--- src/rtl/traffic_pkg.sv ---
// Shared types and helpers for the parametrised two-road traffic controller.
// Optional pedestrian shortening in traffic_ctrl_param is guarded by PED_REQ_EN.
package traffic_pkg;

  typedef enum logic [2:0] {
    ST_G1    = 3'd0,
    ST_Y1    = 3'd1,
    ST_AR1   = 3'd2,
    ST_G2    = 3'd3,
    ST_Y2    = 3'd4,
    ST_AR2   = 3'd5,
    ST_FLASH = 3'd6
  } state_t;

  // LED bit positions inside the 6-bit lamp bus
  localparam int LED_R1_RED = 5;
  localparam int LED_R1_YEL = 4;
  localparam int LED_R1_GRN = 3;
  localparam int LED_R2_RED = 2;
  localparam int LED_R2_YEL = 1;
  localparam int LED_R2_GRN = 0;

  localparam logic [5:0] LEDS_G1  = (6'b1 << LED_R1_GRN) | (6'b1 << LED_R2_RED);
  localparam logic [5:0] LEDS_Y1  = (6'b1 << LED_R1_YEL) | (6'b1 << LED_R2_RED);
  localparam logic [5:0] LEDS_AR  = (6'b1 << LED_R1_RED) | (6'b1 << LED_R2_RED);
  localparam logic [5:0] LEDS_G2  = (6'b1 << LED_R1_RED) | (6'b1 << LED_R2_GRN);
  localparam logic [5:0] LEDS_Y2  = (6'b1 << LED_R1_RED) | (6'b1 << LED_R2_YEL);
  localparam logic [5:0] LEDS_OFF = 6'b000000;

  // Two-digit BCD; anything that does not fit saturates to 99.
  function automatic logic [7:0] bin_to_bcd(input int unsigned value);
    int unsigned tens;
    int unsigned ones;
    if (value > 99) return 8'h99;
    tens = value / 10;
    ones = value % 10;
    return {tens[3:0], ones[3:0]};
  endfunction

endpackage

--- src/rtl/traffic_ctrl_param_tick_gen.sv ---
// Divides the board clock down to a one-cycle tick strobe at TICK_HZ.
// The strobe is registered: it is high in the cycle right after the divider wraps.
module tick_gen #(
  parameter int CLK_HZ  = 50000000,
  parameter int TICK_HZ = 1
) (
  input  logic clk,
  input  logic rst_n,
  output logic tick
);

  localparam int DIV   = CLK_HZ / TICK_HZ;
  localparam int DIV_W = (DIV > 1) ? $clog2(DIV) : 1;
  localparam logic [DIV_W-1:0] DIV_LAST = DIV_W'(DIV - 1);

  logic [DIV_W-1:0] div;

  always_ff @(posedge clk or negedge rst_n) begin
    if (!rst_n) begin
      div  <= '0;
      tick <= 1'b0;
    end else begin
      tick <= (div == DIV_LAST);
      if (div == DIV_LAST) div <= '0;
      else                 div <= div + 1'b1;
    end
  end

endmodule

--- src/rtl/traffic_ctrl_param.sv ---
// Two-road traffic-light controller with timed phases, per-road countdowns and
// night flashing-yellow mode. Define PED_REQ_EN to enable pedestrian green shortening.
module traffic_ctrl_param
  import traffic_pkg::*;
#(
  parameter int CLK_HZ    = 50000000,
  parameter int TICK_HZ   = 1,
  parameter int GREEN1_S  = 25,
  parameter int GREEN2_S  = 20,
  parameter int YELLOW_S  = 3,
  parameter int ALLRED_S  = 1,
  parameter int PED_MIN_S = 5,
  parameter int CNT_W     = 7
) (
  input  logic             clk_50M,
  input  logic             rst_n,
  input  logic             night_mode,
  input  logic             ped_req,
  output logic [5:0]       LEDS,
  output logic [CNT_W-1:0] cnt_r1,
  output logic [CNT_W-1:0] cnt_r2,
  output logic [7:0]       bcd_r1,
  output logic [7:0]       bcd_r2,
  output logic             tick
);

  localparam logic [CNT_W-1:0] T_G1  = CNT_W'(GREEN1_S);
  localparam logic [CNT_W-1:0] T_G2  = CNT_W'(GREEN2_S);
  localparam logic [CNT_W-1:0] T_Y   = CNT_W'(YELLOW_S);
  localparam logic [CNT_W-1:0] T_AR  = CNT_W'(ALLRED_S);
  localparam logic [CNT_W-1:0] T_YA  = CNT_W'(YELLOW_S + ALLRED_S);
  localparam logic [CNT_W-1:0] T_PED = CNT_W'(PED_MIN_S);
  localparam logic [CNT_W-1:0] T_ONE = CNT_W'(1);

  state_t           state, state_n;
  logic [CNT_W-1:0] timer, timer_n;
  logic             toggle, toggle_n;
  logic             ped_pend;
  logic [5:0]       leds_n;
  logic [CNT_W-1:0] cnt_r1_n, cnt_r2_n;

  tick_gen #(
    .CLK_HZ (CLK_HZ),
    .TICK_HZ(TICK_HZ)
  ) u_tick_gen (
    .clk  (clk_50M),
    .rst_n(rst_n),
    .tick (tick)
  );

  function automatic state_t next_phase(input state_t s);
    case (s)
      ST_G1:   return ST_Y1;
      ST_Y1:   return ST_AR1;
      ST_AR1:  return ST_G2;
      ST_G2:   return ST_Y2;
      ST_Y2:   return ST_AR2;
      default: return ST_G1;
    endcase
  endfunction

  function automatic logic [CNT_W-1:0] phase_len(input state_t s);
    case (s)
      ST_G1:         return T_G1;
      ST_G2:         return T_G2;
      ST_Y1, ST_Y2:  return T_Y;
      ST_AR1, ST_AR2: return T_AR;
      default:       return '0;
    endcase
  endfunction

  // Night mode outranks phase expiry, which outranks the pedestrian shortcut.
  always_comb begin
    state_n  = state;
    timer_n  = timer;
    toggle_n = toggle;
    if (tick) begin
      if (night_mode) begin
        if (state != ST_FLASH) begin
          state_n  = ST_FLASH;
          timer_n  = '0;
          toggle_n = 1'b1;
        end else begin
          toggle_n = ~toggle;
        end
      end else if (state == ST_FLASH) begin
        state_n = ST_AR2;
        timer_n = T_AR;
      end else if (ped_pend && (state == ST_G1 || state == ST_G2) && (timer > T_PED)) begin
        timer_n = T_PED;
      end else if (timer > T_ONE) begin
        timer_n = timer - T_ONE;
      end else begin
        state_n = next_phase(state);
        timer_n = phase_len(next_phase(state));
      end
    end
  end

  // A red road counts down to its own next green, through the other road's phases.
  always_comb begin
    leds_n   = LEDS_AR;
    cnt_r1_n = '0;
    cnt_r2_n = '0;
    case (state_n)
      ST_G1: begin
        leds_n   = LEDS_G1;
        cnt_r1_n = timer_n;
        cnt_r2_n = timer_n + T_YA;
      end
      ST_Y1: begin
        leds_n   = LEDS_Y1;
        cnt_r1_n = timer_n;
        cnt_r2_n = timer_n + T_AR;
      end
      ST_AR1, ST_AR2: begin
        leds_n   = LEDS_AR;
        cnt_r1_n = timer_n;
        cnt_r2_n = timer_n;
      end
      ST_G2: begin
        leds_n   = LEDS_G2;
        cnt_r1_n = timer_n + T_YA;
        cnt_r2_n = timer_n;
      end
      ST_Y2: begin
        leds_n   = LEDS_Y2;
        cnt_r1_n = timer_n + T_AR;
        cnt_r2_n = timer_n;
      end
      ST_FLASH: begin
        leds_n             = LEDS_OFF;
        leds_n[LED_R1_YEL] = toggle_n;
        leds_n[LED_R2_YEL] = toggle_n;
      end
      default: ;
    endcase
  end

  always_ff @(posedge clk_50M or negedge rst_n) begin
    if (!rst_n) begin
      state  <= ST_G1;
      timer  <= T_G1;
      toggle <= 1'b0;
      LEDS   <= LEDS_G1;
      cnt_r1 <= T_G1;
      cnt_r2 <= T_G1 + T_YA;
    end else begin
      state  <= state_n;
      timer  <= timer_n;
      toggle <= toggle_n;
      LEDS   <= leds_n;
      cnt_r1 <= cnt_r1_n;
      cnt_r2 <= cnt_r2_n;
    end
  end

`ifdef PED_REQ_EN
  logic pend_clear;
  assign pend_clear = (state_n != state) &&
                      (state_n == ST_Y1 || state_n == ST_Y2 || state_n == ST_FLASH);

  // A request arriving in the same cycle as the clear survives it.
  always_ff @(posedge clk_50M or negedge rst_n) begin
    if (!rst_n)          ped_pend <= 1'b0;
    else if (ped_req)    ped_pend <= 1'b1;
    else if (pend_clear) ped_pend <= 1'b0;
  end
`else
  logic unused_ped_req;
  assign unused_ped_req = ped_req;
  assign ped_pend       = 1'b0;
`endif

  assign bcd_r1 = bin_to_bcd(32'(cnt_r1));
  assign bcd_r2 = bin_to_bcd(32'(cnt_r2));

endmodule
--- config.mk ---
export PLATFORM = sky130hd
export DESIGN_NAME = traffic_ctrl_param
export DESIGN_NICKNAME = d
export VERILOG_FILES = /design/src/rtl/traffic_pkg.sv /design/src/rtl/traffic_ctrl_param_tick_gen.sv /design/src/rtl/traffic_ctrl_param.sv
export SDC_FILE = /design/constraint.sdc
export NUM_CORES = 1
export LEC_CHECK = 0
export ABC_AREA = 1
export CAP_MARGIN = 15
export CORE_MARGIN = 4
export CORE_UTILIZATION = 58
export DETAILED_ROUTE_END_ITERATION = 12
export PLACE_DENSITY = 0.91
export SKIP_LAST_GASP = 1
export SYNTH_ARGS = -nofsm -noshare
export SYNTH_HDL_FRONTEND = slang
export SYNTH_SLANG_ARGS = --single-unit
export TNS_END_PERCENT = 20
--- constraint.sdc ---
create_clock -name clk_50M -period 4.55 [get_ports clk_50M]
set_input_delay 1.365 -clock clk_50M [delete_from_list [all_inputs] [get_ports clk_50M]]
set_output_delay 1.365 -clock clk_50M [all_outputs]
set_load 0.02 [all_outputs]
==> key figures <==
Synthesis
  – Sequential area share after synthesis: 0.363
  – Syn. warnings: 0
  – Synth top cells by count: nand2_1 (137), inv_1 (92), nand3_1 (63)
  – Top_reg_cell synth: dfrtp_1
  – Largest cells by area after synthesis: dfrtp_1 (28%), nand2_1 (13%), inv_1 (8.5%)
  – Yosys reg bits: between 50 and 60
  – Post-synth cell types: 38
  – Area leader, netlist: dfrtp_1
  – Most common cell in the netlist: nand2_1
  – Async S/R FF share, synth: 1.00
  – Syn avg cell area: approximately 7 µm²
  – Post-synth net total: slightly below 600
  – Post-synth EDFFs: 0
  – Synthesized instance count: 576
  – Syn Std Cell Area: 4040 µm²
  – Share of the synthesized area in the top cell type: 0.285

STA
  – Final Hold Fails: 0
  – WHS: roughly 0.47 ns
  – Peak Freq: between 0.2 and 0.25 GHz
  – Clk_skew: roughly 0.0081 ns
  – Final min period: about 4.6 ns
  – RSZ-0062 raised after global routing: true
  – Setup ws final: -0.0255 ns
  – Slew headroom: 0.365
  – Final setup viols: 2
  – Slew Limit Fails: 0
  – Slew @ Worst Pin: 0.952 ns
  – Period utilization: 1.01

Run status
  – Status: finished, violations left
  – Violated checks: setup timing

Floorplanning
  – DIE AREA: approximately 8400 µm²
  – Row cnt: 30
  – Die width: approximately 91 µm
  – Core ar.: 6790 µm²
  – Initial Util: 0.595
  – Die Span Y: slightly above 90 µm
  – I/O pin total: between 40 and 50

Finish
  – Proportion of layout cells with a drive suffix above 1: 0.130
  – Nets@finish: 637
  – Multi-input logic area: 2200 µm²
  – Fillcell total: ~520
  – Synth-to-layout area growth: 18.8%
  – Reg area: between 1000 and 1500 µm²
  – Final Core Density: 0.707
  – Finished Cell Area: 4800 µm²
  – N_diodes: 0

Clock network
  – Post-CTS setup buffers: 0
  – Clock Path Buffers: 2
  – Worst-skew pair later-pin latency: 0.35 ns
  – CTS tree: built
  – Clock root cell: clkbuf_8
  – H-tree Lvls: 3
  – Sink Count: 58
  – Reg clk slew, reported paths: approximately 0.07 ns
  – CTS Buf Count: 9

Worst setup path
  – Worst-path fanout max: 7
  – Data arrival, critical path: 3.21 ns
  – Setup crit start kind: flip-flop
  – Critical path type: reg -> out
  – Crit end category: primary output
  – Crit path required time: 3.18 ns

Global route
  – GRT Total Usage: 0.239
  – M1 GR Usage: 0.288
  – GRT Max-Usage Layer: met2
  – Met2 usage: 0.419
  – Vias in the first global route: 3732
  – Total gr overflow: 0
  – Largest net degree at the start of global routing: 44
  – First-pass GRT wire length: between 15000 and 20000 µm
  – GRT met3 Usage: 0.0472
  – Initial antenna violation count: 0

Route
  – Drt wl/cell: about 13 µm
  – Via-to-Cell Ratio: ~5.5
  – Drc violations: 0
  – Vias: around 4000
  – Antenna Nets Post-Route: 0
  – TritonRoute pass-1 iters: 6
  – Total Routed Length: 9800 µm
  – DRT iter0 DRCs: ~300

Pwr
  – PD cells: 231 nW/µm²
  – Peak VDD IR: 0.000373 V
  – Design Power: about 1.1 mW
  – P_leak: around 2.5 nW

Worst hold path
  – HP Class: reg -> reg

Place
  – Dpl hpwl: around 7000 µm
  – Pre-CTS WS: 0.0210 ns
  – IO buf count: 39
  – Post-placement cell area: roughly 4600 µm²
  – Gpl congestion: about 0.90

Job
  – Total of max-cap violations: 0
==> cell type report <==
cell class                 count  share of cell area
clock inverter                 7              0.0245
timing repair buffer          41              0.0849
clock buffer                   9              0.0258
inverter                      99              0.0774
multi-input combinational    417               0.457
tap                           96              0.0250
sequential                    58               0.305
==> timing repair <==
item,CTS,global route
gates resized for setup,4,5
endpoints found under the setup margin,7,8
hold buffers,0,0
==> flip-flops by register name (all words and copies together) (netlist names) <==
register and cells:
LEDS 6, toggle 1, state 3, cnt_r2 7, timer 7, u_tick_gen.tick 1
u_tick_gen.div 26, cnt_r1 7
==> worst paths after layout <==
| check | start | to | slack [ns] | depth (start not counted) |
|---|---|---|---|---|
| worst max register to register | u_tick_gen.div[0]$_DFF_PN0_ | u_tick_gen.div[24]$_DFF_PN0_ | 1.79 | 11 |
| min in group asynchronous | rst_n | u_tick_gen.div[21]$_DFF_PN0_ | 1.16 | 1 |
| worst min-delay path | u_tick_gen.div[0]$_DFF_PN0_ | u_tick_gen.div[0]$_DFF_PN0_ | 0.47 | 1 |
| worst min register to register | u_tick_gen.div[0]$_DFF_PN0_ | u_tick_gen.div[0]$_DFF_PN0_ | 0.47 | 1 |
| max in group asynchronous | rst_n | cnt_r1[4]$_DFF_PN1_ | 2.58 | 2 |
| worst max-delay path | cnt_r1[4]$_DFF_PN1_ | bcd_r1[2] | -0.03 | 21 |
==> worst max-delay path, cell delays in order, from the launching register on <==
cell and delay, ns:
dfstp_2 0.58, inv_2 0.07, nand2_1 0.09, ha_1 0.26, o21ai_2 0.20, nand2_2 0.09, inv_2 0.11, nand2_2 0.08
nand2_2 0.06, nand2_2 0.05, inv_2 0.08, nand2_2 0.11, nand3_2 0.11, nand2_1 0.07, nand2_2 0.10, nor2_2 0.05
nor2_2 0.12, nand2_1 0.12, nand2_1 0.07, nand2_1 0.04, nor2_1 0.07, dlygate4sd2_1 0.33
==> cells by family (layout without fill, tap and decap cells) <==
kind of cell,after synthesis,after routing,share of synthesized area
simple gates,324,324,0.376
buf+inv,101,156,0.0950
compound gates,63,63,0.0950
flops,58,58,0.363
xor+xnor,23,23,0.0498
fa+ha+maj,7,7,0.0217
==> per-stage QoR <==
stage | cells | TNS [ns]
after CTS | 727 | -0.571
after detailed placement | 711 | 0
after global placement | 711 | 0
after global routing | 727 | -1.22
after floorplan | 576 | 0
final | 727 | -0.0346
==> cells in the final DEF (no fill, tap or decap), types with 4 or more instances in the layout <==
cell type / n
o21ai_2: 6
nor3_1: 16
o211ai_1: 10
a21oi_1: 16
dfrtp_1: 46
nor4_1: 4
nor2_2: 13
nand4_1: 15
dfstp_2: 12
nand2_2: 9
nor2_1: 50
clkbuf_8: 9
dlymetal6s2s_1: 4
nand2_1: 137
inv_2: 7
inv_1: 92
clkdlybuf4s50_1: 31
ha_1: 7
nand3_1: 63
o21ai_0: 18
xor2_1: 21
==> where the power goes <==
group | internal (mW) | switching [mW] | total [mW]
combinational | 0.00251 | 0.0114 | 0.0139
clock | 0.362 | 0.217 | 0.579
sequential | 0.516 | 0 | 0.516
==> metal layers <==
layer	vias up	part of all wire
met1	1857	0.43
met3	33	0.046
li1	1961	-
met4	0	0.027
met5	-	0
met2	134	0.50
(Power assumes the default switching activity.)
